[src/rtl/vga_frame_capture.sv]
// Crops a window out of a registered VGA stream and writes it column-major through a small FIFO.
// Optional macro LUMA_EN stores (r + 2g + b) / 4 instead of green, adding one pipeline stage.
module vga_frame_capture #(
  parameter int WIN_X0     = 0,
  parameter int WIN_Y0     = 0,
  parameter int WIN_W      = 300,
  parameter int WIN_H      = 300,
  parameter int ADDR_W     = 18,
  parameter int FIFO_DEPTH = 4
) (
  input  logic              clk,
  input  logic              reset_n,
  input  logic              start,
  input  logic              vid_hs,
  input  logic              vid_vs,
  input  logic              vid_de,
  input  logic [7:0]        vid_r,
  input  logic [7:0]        vid_g,
  input  logic [7:0]        vid_b,
  output logic [ADDR_W-1:0] mem_addr,
  output logic [7:0]        mem_data,
  output logic              mem_we,
  input  logic              mem_ready,
  output logic              busy,
  output logic              done,
  output logic [1:0]        status
);
  localparam int DATA_W = 8;
  localparam int PTR_W  = $clog2(FIFO_DEPTH);
  localparam logic signed [13:0] X0_S = 14'(WIN_X0);
  localparam logic signed [13:0] Y0_S = 14'(WIN_Y0);
  localparam logic signed [13:0] W_S  = 14'(WIN_W);
  localparam logic signed [13:0] H_S  = 14'(WIN_H);
  localparam logic [11:0] Y_LAST = 12'(WIN_Y0 + WIN_H - 1);

  typedef enum logic [2:0] {ST_IDLE, ST_ARM, ST_CAPTURE, ST_DRAIN, ST_DONE} state_t;
  state_t state, state_nxt;

  function automatic logic [11:0] sat_inc(input logic [11:0] v);
    return (v == 12'hFFF) ? v : v + 12'd1;
  endfunction

`ifdef LUMA_EN
  function automatic logic [DATA_W-1:0] luma(input logic [7:0] r, input logic [7:0] g,
                                              input logic [7:0] b);
    logic [9:0] sum;
    sum = {2'b00, r} + {1'b0, g, 1'b0} + {2'b00, b};
    return sum[9:2];
  endfunction
`endif

  // Stage p0: registered video inputs and edge detection
  logic              hs_p0, vs_p0, de_p0, vs_prev, de_prev;
  logic [7:0]        r_p0, g_p0, b_p0;
  logic              unused_in;

  always_ff @(posedge clk or negedge reset_n) begin
    if (!reset_n) begin
      hs_p0   <= 1'b0;
      vs_p0   <= 1'b0;
      de_p0   <= 1'b0;
      vs_prev <= 1'b0;
      de_prev <= 1'b0;
    end else begin
      hs_p0   <= vid_hs;
      vs_p0   <= vid_vs;
      de_p0   <= vid_de;
      vs_prev <= vs_p0;
      de_prev <= de_p0;
    end
  end

  always_ff @(posedge clk) begin
    r_p0 <= vid_r;
    g_p0 <= vid_g;
    b_p0 <= vid_b;
  end

`ifdef LUMA_EN
  assign unused_in = hs_p0;
`else
  assign unused_in = ^{hs_p0, r_p0, b_p0};
`endif

  logic vs_fall, de_fall, cap_end;
  assign vs_fall = vs_prev & ~vs_p0;
  assign de_fall = de_prev & ~de_p0;

  logic [11:0] col, row;
  always_ff @(posedge clk or negedge reset_n) begin
    if (!reset_n) begin
      col <= '0;
      row <= '0;
    end else begin
      col <= de_p0 ? sat_inc(col) : '0;
      if (vs_fall)      row <= '0;
      else if (de_fall) row <= sat_inc(row);
    end
  end

  logic signed [13:0] col_off, row_off;
  logic               hit;
  logic [31:0]        addr_full;
  assign col_off   = $signed({2'b00, col}) - X0_S;
  assign row_off   = $signed({2'b00, row}) - Y0_S;
  assign hit       = de_p0 && (col_off >= 14'sd0) && (col_off < W_S)
                            && (row_off >= 14'sd0) && (row_off < H_S);
  assign addr_full = 32'(col_off[12:0]) * 32'(WIN_H) + 32'(row_off[12:0]);
  assign cap_end   = de_fall && (row == Y_LAST);

  // Stage p1: window pixel with its column-major address
  logic              vld_p1;
  logic [ADDR_W-1:0] addr_p1;
  logic [DATA_W-1:0] pix_p1;

  always_ff @(posedge clk or negedge reset_n) begin
    if (!reset_n) vld_p1 <= 1'b0;
    else          vld_p1 <= hit && (state == ST_CAPTURE);
  end

  always_ff @(posedge clk) begin
    addr_p1 <= ADDR_W'(addr_full);
`ifdef LUMA_EN
    pix_p1  <= luma(r_p0, g_p0, b_p0);
`else
    pix_p1  <= g_p0;
`endif
  end

  logic              push_vld, pipe_busy;
  logic [ADDR_W-1:0] push_addr;
  logic [DATA_W-1:0] push_pix;

`ifdef LUMA_EN
  // Stage p2: extra register for the luma path
  logic              vld_p2;
  logic [ADDR_W-1:0] addr_p2;
  logic [DATA_W-1:0] pix_p2;

  always_ff @(posedge clk or negedge reset_n) begin
    if (!reset_n) vld_p2 <= 1'b0;
    else          vld_p2 <= vld_p1;
  end

  always_ff @(posedge clk) begin
    addr_p2 <= addr_p1;
    pix_p2  <= pix_p1;
  end

  assign push_vld  = vld_p2;
  assign push_addr = addr_p2;
  assign push_pix  = pix_p2;
  assign pipe_busy = vld_p1 | vld_p2;
`else
  assign push_vld  = vld_p1;
  assign push_addr = addr_p1;
  assign push_pix  = pix_p1;
  assign pipe_busy = vld_p1;
`endif

  // Pixel FIFO; a full FIFO still accepts a push when the head leaves in the same cycle
  logic [ADDR_W+DATA_W-1:0] fifo_mem [FIFO_DEPTH];
  logic [PTR_W:0]           wr_ptr, rd_ptr;
  logic                     empty, full, pop, push, drop;
  logic [ADDR_W+DATA_W-1:0] head;

  assign empty = (wr_ptr == rd_ptr);
  assign full  = (wr_ptr[PTR_W] != rd_ptr[PTR_W]) &&
                 (wr_ptr[PTR_W-1:0] == rd_ptr[PTR_W-1:0]);
  assign pop   = !empty && mem_ready;
  assign push  = push_vld && (!full || pop);
  assign drop  = push_vld && !push;
  assign head  = fifo_mem[rd_ptr[PTR_W-1:0]];

  always_ff @(posedge clk or negedge reset_n) begin
    if (!reset_n) begin
      wr_ptr <= '0;
      rd_ptr <= '0;
    end else begin
      if (push) wr_ptr <= wr_ptr + 1'b1;
      if (pop)  rd_ptr <= rd_ptr + 1'b1;
    end
  end

  always_ff @(posedge clk) begin
    if (push) fifo_mem[wr_ptr[PTR_W-1:0]] <= {push_addr, push_pix};
  end

  assign mem_we   = !empty;
  assign mem_addr = empty ? '0 : head[ADDR_W+DATA_W-1:DATA_W];
  assign mem_data = empty ? '0 : head[DATA_W-1:0];

  always_ff @(posedge clk or negedge reset_n) begin
    if (!reset_n) state <= ST_IDLE;
    else          state <= state_nxt;
  end

  always_comb begin
    state_nxt = state;
    busy      = (state != ST_IDLE);
    done      = 1'b0;
    unique case (state)
      ST_IDLE:    if (start) state_nxt = ST_ARM;
      ST_ARM:     if (vs_fall) state_nxt = ST_CAPTURE;
      ST_CAPTURE: if (vs_fall || cap_end) state_nxt = ST_DRAIN;
      ST_DRAIN:   if (empty && !pipe_busy) state_nxt = ST_DONE;
      ST_DONE: begin
        done      = 1'b1;
        state_nxt = ST_IDLE;
      end
      default:    state_nxt = ST_IDLE;
    endcase
  end

  always_ff @(posedge clk or negedge reset_n) begin
    if (!reset_n) begin
      status <= 2'b00;
    end else if (state == ST_IDLE && start) begin
      status <= 2'b00;
    end else begin
      if (drop) status[0] <= 1'b1;
      if (state == ST_CAPTURE && vs_fall && !cap_end) status[1] <= 1'b1;
    end
  end
endmodule

[config.mk]
export PLATFORM = sky130hd
export DESIGN_NAME = vga_frame_capture
export DESIGN_NICKNAME = d
export VERILOG_FILES = /design/src/rtl/vga_frame_capture.sv
export SDC_FILE = /design/constraint.sdc
export NUM_CORES = 1
export LEC_CHECK = 0
export BUFFER_PORTS_ARGS = -buffer_cell sky130_fd_sc_hd__buf_4
export CORE_MARGIN = 2
export CORE_UTILIZATION = 30
export CTS_CLUSTER_DIAMETER = 40
export CTS_CLUSTER_SIZE = 24
export DETAILED_ROUTE_END_ITERATION = 16
export SLEW_MARGIN = 5
export SYNTH_ARGS = -nofsm -noshare
export SYNTH_HDL_FRONTEND = slang
export SYNTH_SLANG_ARGS = --single-unit
[constraint.sdc]
create_clock -name clk -period 6.4 [get_ports clk]
set_input_delay 1.28 -clock clk [delete_from_list [all_inputs] [get_ports clk]]
set_output_delay 1.28 -clock clk [all_outputs]
set_load 0.01 [all_outputs]
==> metrics list, run 1 <==
- Proportion of power drawn by combinational gates: 27.6%
- Layout fillers: 2736
- The clock passes through at most 2 buffers.
- For hold timing, the worst endpoint is pix_p1[7].
- CTS sink cnt: 178
- The clock network accounts for 30.0% of the total power.
- Number of primary I/O pins: 62
* Post-synth top area share: 36.9%
* CTS clk-pin slew, worst paths: 0.07 ns
- Setup repair after global routing left no endpoint under its margin.
- Count of maximum capacitance violations: 0
- In this run the most critical hold path is launched from g_p0[7].
- Timing-limited maximum frequency: 0.216 GHz
- The critical path in this run is classified as register to register.
* Finish-stage setup viols: 0
- Cts repair resizes: 0
- In this run the register-to-register setup slack is 1.78 ns.
- TritonCTS built the clock tree.
- Capture point of the worst reg-to-reg path: addr_p1[16]
* Min Hold Slack: 0.330 ns
- After the last flow step, the layout net total stands at 790.
- # Post-CTS Setup Buffers: 0
* Signed area change from the synthesized netlist to the final layout: 16.6%
- Internal power contribution: 2460 uW
* Die area: 0.0296 mm2
* WL per Instance: 14.0 um
- Sequential cells burn 42.4% of the power.
- In the finished design, the share of the clock period the worst path needs comes to 72.2%.
- Number of standard cells in the layout, taps in and fillers out: 1075
* Reported leakage power: 0.00397 uW
- Measured against its own limit, the worst slew margin works out to 32.5%.
- Post-synthesis sequential area ratio: 56.7%
- Count of final max-slew check failures: 0
* Most used flip-flop cell after synthesis: sky130_fd_sc_hd__edfxtp_1
* Yosys top cell by area: sky130_fd_sc_hd__edfxtp_1
* First drt pass iteration count: 4
- The worst setup path is captured at a register.
* Top cells by area, synth: sky130_fd_sc_hd__edfxtp_1 (37%), sky130_fd_sc_hd__dfrtp_1 (12%), sky130_fd_sc_hd__ha_1 (8.7%)
- Routing usage on met1: 13.8%
* Vias per cell: 4.41
* Mapped cell area: 0.00847 mm2
- Clock latency at the later pin of the worst-skew pair: 0.43 ns
* Number of cell instances on the worst register-to-register path: 16
- Synth warnings: 0
- Worst clock skew: 0.0139 ns
- Switching Fraction: 28.8%
* Antenna diode count: 0
- Ranked by instance count, the synthesized netlist is headed by sky130_fd_sc_hd__edfxtp_1 (104), sky130_fd_sc_hd__ha_1 (59), sky130_fd_sc_hd__inv_1 (56), sky130_fd_sc_hd__dfrtp_1 (40), sky130_fd_sc_hd__nor2_1 (40).
- For met3 alone, demand over resource in global routing was 3.16%.
* Power per cell area: 350 mW/mm2
- Synthesis handed over a netlist of 630 instances.
* Met2 Use GR: 18.3%
* Iter 0 DRT Violations: 284
- Number of buffers added by the clock tree synthesis step: 17
* Final critical-path required period: 4.62 ns
* Maximum net fanout on the critical path: 8
- Die Span Y: 172 um
* Routability-driven placement congestion ratio: 0.763
* Pin count of the biggest net entering global routing: 41
* Total Power: 3450 uW
- Of the cells placed in the final design, the portion with a size suffix greater than 1 is 17.1%.
* Wire length of the first global-routing pass: 25000 um
- Data arrival at the endpoint of the critical path: 4.97 ns
* Least-Margin Pin Slew: 1.01 ns
- The worst-case IR drop observed on VDD is 194 uV.
- The hold violation total from the final report is 0.
* Element type at the critical path start: register
- Reg-to-reg startpoint: col[5]
* Number of synthesized flops with an enable pin: 104
* Required time at the endpoint of the critical path: 6.75 ns
- The count of nets left with antenna violations once routing finished came out at 0.
* WHS Path Cells: 0
- Register bit total from synthesis: 178
- Summed over all nets, the switching power comes to 995 uW.
* GRT Residual Overflow: 0
- Post-Synthesis Mean Instance Area: 13.4 um2
* Wire length reported by the detailed router: 15000 um
* Count of hold-fix buffers inserted at cts: 0
- Total placed cells including tap cells: 1043
- Setup total negative slack: 0 ns
- Number of antenna violations at the first check in global routing: 0
- The run finished with clean final reports.
- The tree is rooted in a sky130_fd_sc_hd__clkbuf_16.
- During placement, the flow inserted port buffers numbering 44.
* Most frequent cell after synthesis: sky130_fd_sc_hd__edfxtp_1
- In this run the worst hold path is classified as register to register.
* Core Rows: 61
- Overall routing resource usage: 11.0%
- H-tree depth reported by CTS: 4
- Vias after detailed routing: 4738
* Via count of the first global-routing pass: 4791
* Drc violations: 0
- The core region is 0.0278 mm2.
- After global routing, the most crowded layer is met2.
- Counting distinct cell types in the post-synthesis netlist gives 51.
* Post-Syn Nets: 736
- The die is 172 um wide.
- Of all flip-flops after synthesis, the portion carrying an async set or reset was 22.5%.
- Starting density of the core: 30.5%
* DP HPWL: 10300 um
-- final cells by class --
class                   instances  area, um2  area share, %
flip-flops and latches        178       4810           48.7
multi-input cells             380       3400           34.4
clock buffers                  21        492           4.98
well taps                     378        473           4.79
repair buffers                 50        375           3.80
inverters                      57        214           2.17
clock inverters                11        115           1.17
-- per-layer routing --
layer | share of wire (%) | wire length, um
met5 | 0 | 0
met2 | 49 | 7360
met4 | 1.2 | 186
met3 | 3.4 | 517
met1 | 46 | 6950
-- worst max-delay path, cell delays in order, from the launching register on --
cell and delay (ns):
sky130_fd_sc_hd__dfrtp_1 0.51, sky130_fd_sc_hd__ha_1 0.35, sky130_fd_sc_hd__ha_1 0.30, sky130_fd_sc_hd__fa_1 0.53
sky130_fd_sc_hd__inv_1 0.05, sky130_fd_sc_hd__fa_1 0.49, sky130_fd_sc_hd__inv_1 0.04, sky130_fd_sc_hd__ha_1 0.36
sky130_fd_sc_hd__nand2_1 0.09, sky130_fd_sc_hd__a21o_1 0.18, sky130_fd_sc_hd__a21oi_2 0.27, sky130_fd_sc_hd__nor2_1 0.09
sky130_fd_sc_hd__ha_1 0.35, sky130_fd_sc_hd__nand2_1 0.06, sky130_fd_sc_hd__o21ai_0 0.38, sky130_fd_sc_hd__nor3b_1 0.30
sky130_fd_sc_hd__xor2_1 0.19
-- kinds of logic after synthesis --
kind of cell             count (synthesis)  synth area share [%]
buffers and inverters                   72                  3.24
XOR/XNOR                                50                  5.17
flip-flops                             178                  56.7
adder cells (fa/ha/maj)                 75                  12.5
AND/OR/NAND/NOR                        151                  9.55
multiplexers                            30                  7.42
AO/OA/AOI/OAI                           74                  5.39
-- registers in the layout (all words and copies together), names as in the netlist --
name and flops:
pipe_busy 1, de_p0 1, col 12, pix_p1 8
vs_p0 1, de_prev 1, fifo_mem 104, status 2
rd_ptr 3, addr_p1 18, g_p0 8, state 3
row 12, wr_ptr 3, vs_prev 1
-- cells in the final DEF, fill, tap and decap left out, drive strengths merged, types with 5 or more instances in the layout --
master	count
edfxtp	104
a21o	5
nand2b	6
nand4	8
fa	16
nor2b	8
clkbuf	21
nor3	6
nor2	40
a21oi	34
buf	50
clkinv	5
nand2	20
or3	7
o21ai	12
and2	28
dfxtp	34
dfrtp	40
mux4	26
inv	61
and3	6
xor2	15
nand3	9
ha	59
xnor2	35
-- worst max-delay path by stage --
stage,startpoint,to,slack [ns]
2_1_floorplan,col[4],addr_p1[17],2.26
3_3_place_gp,col[5],addr_p1[16],1.83
3_5_place_dp,col[5],addr_p1[16],1.81
4_1_cts,col[5],addr_p1[16],1.72
5_1_grt,col[5],addr_p1[16],1.52
6_report,col[5],addr_p1[16],1.78
-- per-stage QoR --
stage | cell area (um2) | worst slack, ns | utilization [%]
final | 9870 | 1.78 | 35.5
after global routing | 9870 | 1.52 | 35.5
after CTS | 9870 | 1.72 | 35.5
after detailed placement | 9270 | 1.81 | 33.4
after global placement | 9270 | 1.83 | 33.4
after floorplan | 8470 | 2.26 | -
-- power by group through the flow --
stage | Clock, uW | Combinational, uW | Sequential [uW]
after floorplan | 0 | 640 | 1410
after global placement | 0 | 972 | 1490
after detailed placement | 0 | 981 | 1490
after CTS | 1070 | 984 | 1470
after global routing | 1110 | 1060 | 1490
final | 1040 | 953 | 1460
Note: power is estimated with default switching activity, not from simulation.
==> run 2, diff against run 1 <==
--- a/config.mk
+++ b/config.mk
@@ -5,6 +5,7 @@
 export SDC_FILE = /design/constraint.sdc
 export NUM_CORES = 1
 export LEC_CHECK = 0
+export ABC_AREA = 1
 export BUFFER_PORTS_ARGS = -buffer_cell sky130_fd_sc_hd__buf_4
 export CORE_MARGIN = 2
 export CORE_UTILIZATION = 30
==> constraint.sdc (replaced) <==
create_clock -name clk -period 4.5 [get_ports clk]
set_input_delay 0.9 -clock clk [delete_from_list [all_inputs] [get_ports clk]]
set_output_delay 0.9 -clock clk [all_outputs]
set_load 0.01 [all_outputs]
==> metrics list, run 2 <==
- Leaving out fill and tap cells, the most frequent cell in the layout is sky130_fd_sc_hd__nand2_1.
* Layout Nets: 1121
* Switching Fraction: 35.4%
* Number of nets with antenna violations after detailed routing: 0
- After clock tree synthesis, the clock-pin slew on the worst setup and hold paths is 0.08 ns.
- Total placed cells including tap cells: 1381
- Biggest cell delay along the critical path: 0.52 ns
* Share of power burned in the clock network: 27.4%
* Maximum net fanout on the critical path: 5
* Count of hold-fix buffers inserted at cts: 0
* Post-Syn Nets: 1058
- Ratio of cells with drive above 1 in the final layout: 12.3%
- For this block, wires on met1 add up to 9160 um.
- The worst setup path is launched from a register.
- Worst Setup Slack post-DPL: 0.150 ns
- Count of final max-slew check failures: 0
- Proportion of power drawn by combinational gates: 32.9%
- In the routed layout, each cell is associated on average with a via count of 4.54.
- Headroom to the max-slew limit came out at 53.6%.
* Yosys top cell by area: sky130_fd_sc_hd__edfxtp_1
- Across the run, the number of max-cap violations was 0.
* Net load switching power: 1850 uW
* Reg-to-reg startpoint: col[4]
* Post-synthesis sequential area ratio: 52.7%
* Count of final hold-check violations: 0
- TritonCTS built the clock tree.
- In this run the top signal layer used is met4.
- For the final database, setup skew stands at 0.0141 ns.
- Die area: 0.0318 mm2
- Starting density of the core: 30.6%
* Minimum setup slack among reg-to-reg paths: 0.33 ns
- Routability-driven placement congestion ratio: 0.801
* H-tree depth reported by CTS: 4
- Via count of the first global-routing pass: 6099
* Final Util: 35.7%
* Run status: complete, no violations
* Std-Cell Core Area: 0.0298 mm2
* Netlist cell types: 40
* Crit-path slowest cell: sky130_fd_sc_hd__fa_1
- Capture point of the worst reg-to-reg path: addr_p1[15]
- Most numerous cell types in the synthesized netlist: sky130_fd_sc_hd__nand2_1 (168), sky130_fd_sc_hd__inv_1 (148), sky130_fd_sc_hd__nor2_1 (124), sky130_fd_sc_hd__edfxtp_1 (104), sky130_fd_sc_hd__ha_1 (59)
- Register share of total power: 39.7%
* Top cells by area, synth: sky130_fd_sc_hd__edfxtp_1 (34%), sky130_fd_sc_hd__dfrtp_1 (11%), sky130_fd_sc_hd__ha_1 (8.1%)
- The worst path needs 4.17 ns of the cycle, external delays included.
- For the worst setup path, the data required time is 4.82 ns.
- Proportion of register bits with asynchronous set or reset after synthesis: 22.5%
- Entering global routing, the biggest net connects 55 pins.
* Highest-count cells in the layout ignoring fill and taps: sky130_fd_sc_hd__nand2_1 (168), sky130_fd_sc_hd__inv_1 (148), sky130_fd_sc_hd__nor2_1 (118)
- For this run, the detailed router's first-pass iteration total came to 5.
- Number of cell instances on the worst register-to-register path: 24
* DP HPWL: 12600 um
- Summing every instance area after synthesis gives 0.00912 mm2.
- Cell seen most often among critical-path stages: sky130_fd_sc_hd__nand2_1
- Worst path setup slack after routing: 0.326 ns
- In the final routed layout, each cell accounts on average for 13.0 um.
- Vias after detailed routing: 6442
- At the pin with the least slew margin, the transition time is 0.696 ns.
- Core Rows: 63
- Finish-stage setup viols: 0
- # port buffers: 44
- For this run, design rule violations remaining after detail routing come to 0.
- The startpoint identified for the worst hold timing path is g_p0[3].
- CTS sink cnt: 178
- Synth warnings: 0
* GRT Residual Overflow: 0
- 0 antenna diodes ended up in the layout.
* Crit Path Category: register to register
- STA puts the critical path data arrival time at 4.49 ns.
- Bufs on Longest Clock Path: 2
- For this design the top-level I/O count stands at 62.
* Timing-limited maximum frequency: 0.240 GHz
- WHS Path Cells: 0
- Period utilization: 92.8%
* Clock latency at the later pin of the worst-skew pair: 0.43 ns
* Most used flip-flop cell after synthesis: sky130_fd_sc_hd__edfxtp_1
- Averaged over all synthesized cells, the footprint is 9.58 um2.
* Critical Path, Cell by Cell: ha_1, ha_1, inv_1, fa_1, fa_1, inv_1, ha_4, nand2_1, inv_1, nand2_1, nand2_1, a21oi_2, xnor2_1, ha_1, nand2_1, nor2_2, nand3_1, nand3_2, nand2_1, a21oi_2, buf_4, nand2_1, nand2_1, nand2_1
* Number of buffers added by the clock tree synthesis step: 17
* Number of synthesized flops with an enable pin: 104
- After detailed routing, the total wire length is 18400 um.
- Kind of end point of the critical path: register
* Most frequent cell after synthesis: sky130_fd_sc_hd__nand2_1
- After detailed routing, the met2 layer carries 8540 um of wire.
- Max IR drop VDD: 280 uV
- Final hold analysis gives a worst-case slack of 0.328 ns.
- Overall routing resource usage: 12.1%
- The first global-routing pass estimated 30400 um of wire.
* Internal power contribution: 3380 uW
* DIE WIDTH: 178 um
- Reported leakage power: 0.00478 uW
* Amount of wire on met3 after detailed routing: 584 um
- Synthesis inferred 178 register bits.
* Clock tree root driver cell: sky130_fd_sc_hd__clkbuf_16
- Iter 0 DRT Violations: 446
* Signed area change from the synthesized netlist to the final layout: 16.5%
- Kind of path behind the tightest hold check: register to register
* Post-synth top area share: 34.2%
- For this run, the number of standard cells in the final layout without fillers is 1418.
- Total Power: 5230 uW
* Hold-critical path endpoint: pix_p1[3]
* Flip-flop count of the largest register after layout: 104
- Count of mapped cells out of synthesis: 952
- Number of antenna violations at the first check in global routing: 0
- Die Span Y: 178 um
- Dividing total power by cell area gives a power density of 492 mW/mm2.
==> run 2: changes by cell type after synthesis, sizes merged, moves of 8 or more <==
| cell | before | now |
|---|---|---|
| nand4 | 8 | 19 |
| o32ai | 0 | 26 |
| a21oi | 34 | 22 |
| and2 | 28 | 0 |
| nand2 | 20 | 172 |
| xnor2 | 35 | 13 |
| nand3 | 9 | 43 |
| nor2b | 8 | 0 |
| nor2 | 40 | 125 |
| o21ai | 12 | 51 |
| nor3 | 6 | 17 |
| inv | 56 | 149 |
| mux4 | 26 | 0 |
==> run 2: area by class of cell <==
type	count	area [um2]
Clock inverter	14	134
Clock buffer	18	429
Timing Repair Buffer	68	510
Sequential cell	178	4800
Fill cell	3008	19200
Tap cell	390	488
Inverter	149	559
Multi-Input combinational cell	601	3710
==> run 2: critical path: cells and delay by family, from the launching register on <==
family                     cells  cell delay (ns)
buffers and inverters          4             0.34
adders and majority gates      6             2.17
xor gates and xnor gates       1             0.13
DFF                            1             0.39
AOI/OAI and AO/OA              2             0.16
and+or+nand+nor               11             0.89
==> run 2: layer usage <==
metal / GRT usage (%) / vias to the layer above
met5: 0 / -
met4: 2.51 / 0
met3: 2.81 / 13
met2: 20.1 / 88
met1: 16.1 / 3038
li1: - / 3303
==> run 2: worst max-delay path by stage <==
stage	from	endpoint	slack, ns	depth (start not counted)
floorplan	col[4]	addr_p1[17]	0.28	23
global placement	col[5]	addr_p1[16]	0.17	21
detailed placement	col[4]	addr_p1[17]	0.15	24
CTS	col[4]	addr_p1[17]	0.12	24
global route	col[6]	addr_p1[17]	-0.01	24
finish	col[4]	addr_p1[15]	0.33	24
==> run 2: through the flow <==
step	setup TNS (ns)	cell area, um2
after floorplan	0	9120
after global placement	0	9990
after detailed placement	0	9990
after CTS	0	10600
after global routing	-0.0151	10600
final	0	10600
==> run 2: power by group through the flow <==
stage	clock network [uW]	logic, uW	registers, uW
final	1430	1720	2080
after global placement	0	1730	2110
after floorplan	0	1080	2070
after global routing	1530	1970	2110
after CTS	1460	1760	2080
after detailed placement	0	1750	2120
==> run 2: timing repair <==
item / CTS / global route
endpoints found under the hold margin: 0 / 0
resized for setup: 0 / 8
endpoints found under the setup margin: 0 / 5
buffers inserted: 0 / 5
==> run 2: logic make-up (layout without fill, tap and decap cells) <==
logic type / after synthesis / count (layout) / share of synthesized area, %
DFF: 178 / 178 / 52.7
and+or+nand+nor: 385 / 385 / 17.8
muxes: 1 / 1 / 0.123
AOI/OAI and AO/OA: 112 / 112 / 7.86
xor gates and xnor gates: 28 / 28 / 2.69
adders and majority gates: 75 / 75 / 11.6
buffers and inverters: 173 / 249 / 7.28
==> run 3, diff against run 2 <==
--- a/config.mk
+++ b/config.mk
@@ -8,10 +8,11 @@
 export ABC_AREA = 1
 export BUFFER_PORTS_ARGS = -buffer_cell sky130_fd_sc_hd__buf_4
 export CORE_MARGIN = 2
-export CORE_UTILIZATION = 30
+export CORE_UTILIZATION = 61
 export CTS_CLUSTER_DIAMETER = 40
 export CTS_CLUSTER_SIZE = 24
 export DETAILED_ROUTE_END_ITERATION = 16
+export PLACE_DENSITY = 0.8
 export SLEW_MARGIN = 5
 export SYNTH_ARGS = -nofsm -noshare
 export SYNTH_HDL_FRONTEND = slang
==> metrics list, run 3 (synthesis gave the netlist of run 2 again) <==
- Setup total negative slack: 0 ns
- CTS sink cnt: 178
- Layout Nets: 1119
- After the first detailed-routing iteration, the DRC count stood at 647.
- The design draws 5250 uW.
- Clock latency at the later pin of the worst-skew pair: 0.42 ns
- Wire length of the first global-routing pass: 31200 um
- Overall routing resource usage: 24.4%
- Final critical-path required period: 4.34 ns
- Data arrival at the endpoint of the critical path: 4.65 ns
- Drc violations: 0
- Cell area after placement: 0.00972 mm2
* # port buffers: 44
* Number of buffers added by the clock tree synthesis step: 17
- The worst pin sits at a relative slew slack of 37.7%.
- Count of final hold-check violations: 0
- The first detailed-routing pass took 5 iterations.
* Routability-driven placement congestion ratio: 0.853
* Worst path setup slack after routing: 0.162 ns
* Worst clock skew: 0.00925 ns
* Total placed cells including tap cells: 1174
* Number of antenna violations at the first check in global routing: 0
- Capture point of the worst reg-to-reg path: addr_p1[16]
- Launching instance or port of the critical path: col[5]
* Kind of path behind the tightest hold check: register to register
- Clock tree root driver cell: sky130_fd_sc_hd__clkbuf_16
- Following the worst setup path forward leads to its endpoint at addr_p1[16].
- Required time at the endpoint of the critical path: 4.82 ns
- Once layout is complete, the cells apart from fillers number 1210.
- Most common library cell in the layout ignoring fill and taps: sky130_fd_sc_hd__nand2_1
- Entering global routing, the biggest net connects 55 pins.
- 62 I/O pins were placed.
- Number of cell instances on the worst register-to-register path: 19
- DP HPWL: 12400 um
- Wire length reported by the detailed router: 18900 um
* Reported leakage power: 0.00477 uW
- The run finished with clean final reports.
* Max IR drop VDD: 340 uV
* Via count of the first global-routing pass: 6538
- Wire segments on met3 add up to 963 um in the final route.
- Top Layer Used: met4
* Starting density of the core: 62.5%
* Least-Margin Pin Slew: 0.934 ns
- Core Rows: 44
* Maximum net fanout on the critical path: 4
* CTS clk-pin slew, worst paths: 0.07 ns
* WL per Instance: 15.6 um
- The die covers 0.0159 mm2.
- In this run the number of H-tree levels came out at 4.
- Kind of end point of the critical path: register
- Final non-filler cell area: 0.0104 mm2
- Compared with the post-synthesis result, the final layout area differs by 13.5%.
* Minimum setup slack among reg-to-reg paths: 0.16 ns
* Worst Min Path Start: g_p0[0]
* DIE WIDTH: 126 um
- Worst Setup Slack post-DPL: 0.149 ns
- Vias per cell: 5.57
- The total area inside the core boundary comes to 0.0146 mm2.
- Power per cell area: 507 mW/mm2
- Bufs on Longest Clock Path: 2
- After layout, the worst path uses 96.4% of the clock period.
* Count of hold-fix buffers inserted at cts: 0
* Vias after detailed routing: 6741
- Flip-flop count of the largest register after layout: 104
* Reg-to-reg startpoint: col[5]
* Timing-limited maximum frequency: 0.231 GHz
- The repair_antennas step left the layout with diodes totalling 0.
* Length of routed met2 wiring: 9660 um
* Total routed wire length on the met1 layer: 7940 um
- Cells with a size suffix above 1 make up 11.8% of the layout.
- Measured along the y axis, the die boundary spans 126 um.
- The number of max-slew violations in the final report came to 0.
- The worst setup path is of the register to register kind.
* Element type at the critical path start: register
- The total overflow left after global routing is 0.
* CTS tree: yes
- Count of maximum capacitance violations: 0
- The count of nets left with antenna violations once routing finished came out at 0.
- Highest-count cells in the layout ignoring fill and taps: sky130_fd_sc_hd__nand2_1 (168), sky130_fd_sc_hd__inv_1 (148), sky130_fd_sc_hd__nor2_1 (118)
* Finish-stage setup viols: 0
## run 3: cell types whose count changed in the layout (fill, tap and decap cells not counted), sizes merged
cell      before  now
clkbuf        18   20
bufinv         0    1
inv          158  154
clkinvlp       3    1
clkinv         2    5
buf           68   66
## run 3: critical path: stages, from the launching register on
cell and delay (ns):
sky130_fd_sc_hd__dfrtp_1 0.43, sky130_fd_sc_hd__ha_1 0.32, sky130_fd_sc_hd__ha_1 0.30, sky130_fd_sc_hd__fa_1 0.53, sky130_fd_sc_hd__inv_1 0.05, sky130_fd_sc_hd__fa_1 0.50, sky130_fd_sc_hd__inv_1 0.04, sky130_fd_sc_hd__ha_1 0.34
sky130_fd_sc_hd__nand2_1 0.10, sky130_fd_sc_hd__nor2_1 0.19, sky130_fd_sc_hd__a21oi_2 0.10, sky130_fd_sc_hd__xnor2_1 0.14, sky130_fd_sc_hd__ha_2 0.35, sky130_fd_sc_hd__nand2_1 0.07, sky130_fd_sc_hd__nor2_2 0.14, sky130_fd_sc_hd__nand3_1 0.09
sky130_fd_sc_hd__nand3_1 0.13, sky130_fd_sc_hd__nand3b_1 0.16, sky130_fd_sc_hd__o21ai_0 0.18, sky130_fd_sc_hd__nand2_1 0.07
## run 3: layer usage
metal / vias to the layer above / GRT usage [%]
met1: 3184 / 31.3
met2: 232 / 42.2
met3: 28 / 4.93
met4: 0 / 7.63
li1: 3297 / -
met5: - / 0
## run 3: area by class of cell
cell class / count / area (um2)
clock buffer: 20 / 437
clock inverter: 12 / 129
fill: 1062 / 4240
inverter: 149 / 559
multi-input combinational: 601 / 3700
sequential: 178 / 4800
tap: 184 / 230
timing repair buffer: 66 / 495
## run 3: repair_timing
item,4_1_cts,5_1_grt
buffers inserted,0,4
hold endpoints to repair,0,0
gates resized for setup,0,7
endpoints found under the setup margin,0,5
## run 3: report_power, final
group | total (uW) | switching [uW] | internal [uW]
Combinational | 1730 | 1040 | 693
Clock | 1410 | 632 | 778
Sequential | 2100 | 149 | 1950
Total | 5250 | 1820 | 3420
## run 3: worst min path at each step
stage,endpoint,cells past startpoint
floorplan,pix_p1[0],0
global placement,pix_p1[0],0
detailed placement,pix_p1[0],0
CTS,pix_p1[0],0
global route,pix_p1[0],0
finish,pix_p1[0],0
## run 3: stage by stage
| stage | hold WS (ns) | utilization (%) |
|---|---|---|
| global placement | 0.310 | 66.6 |
| global route | 0.332 | 71.0 |
| detailed placement | 0.314 | 66.6 |
| floorplan | 0.310 | - |
| CTS | 0.330 | 70.5 |
| finish | 0.328 | 71.0 |
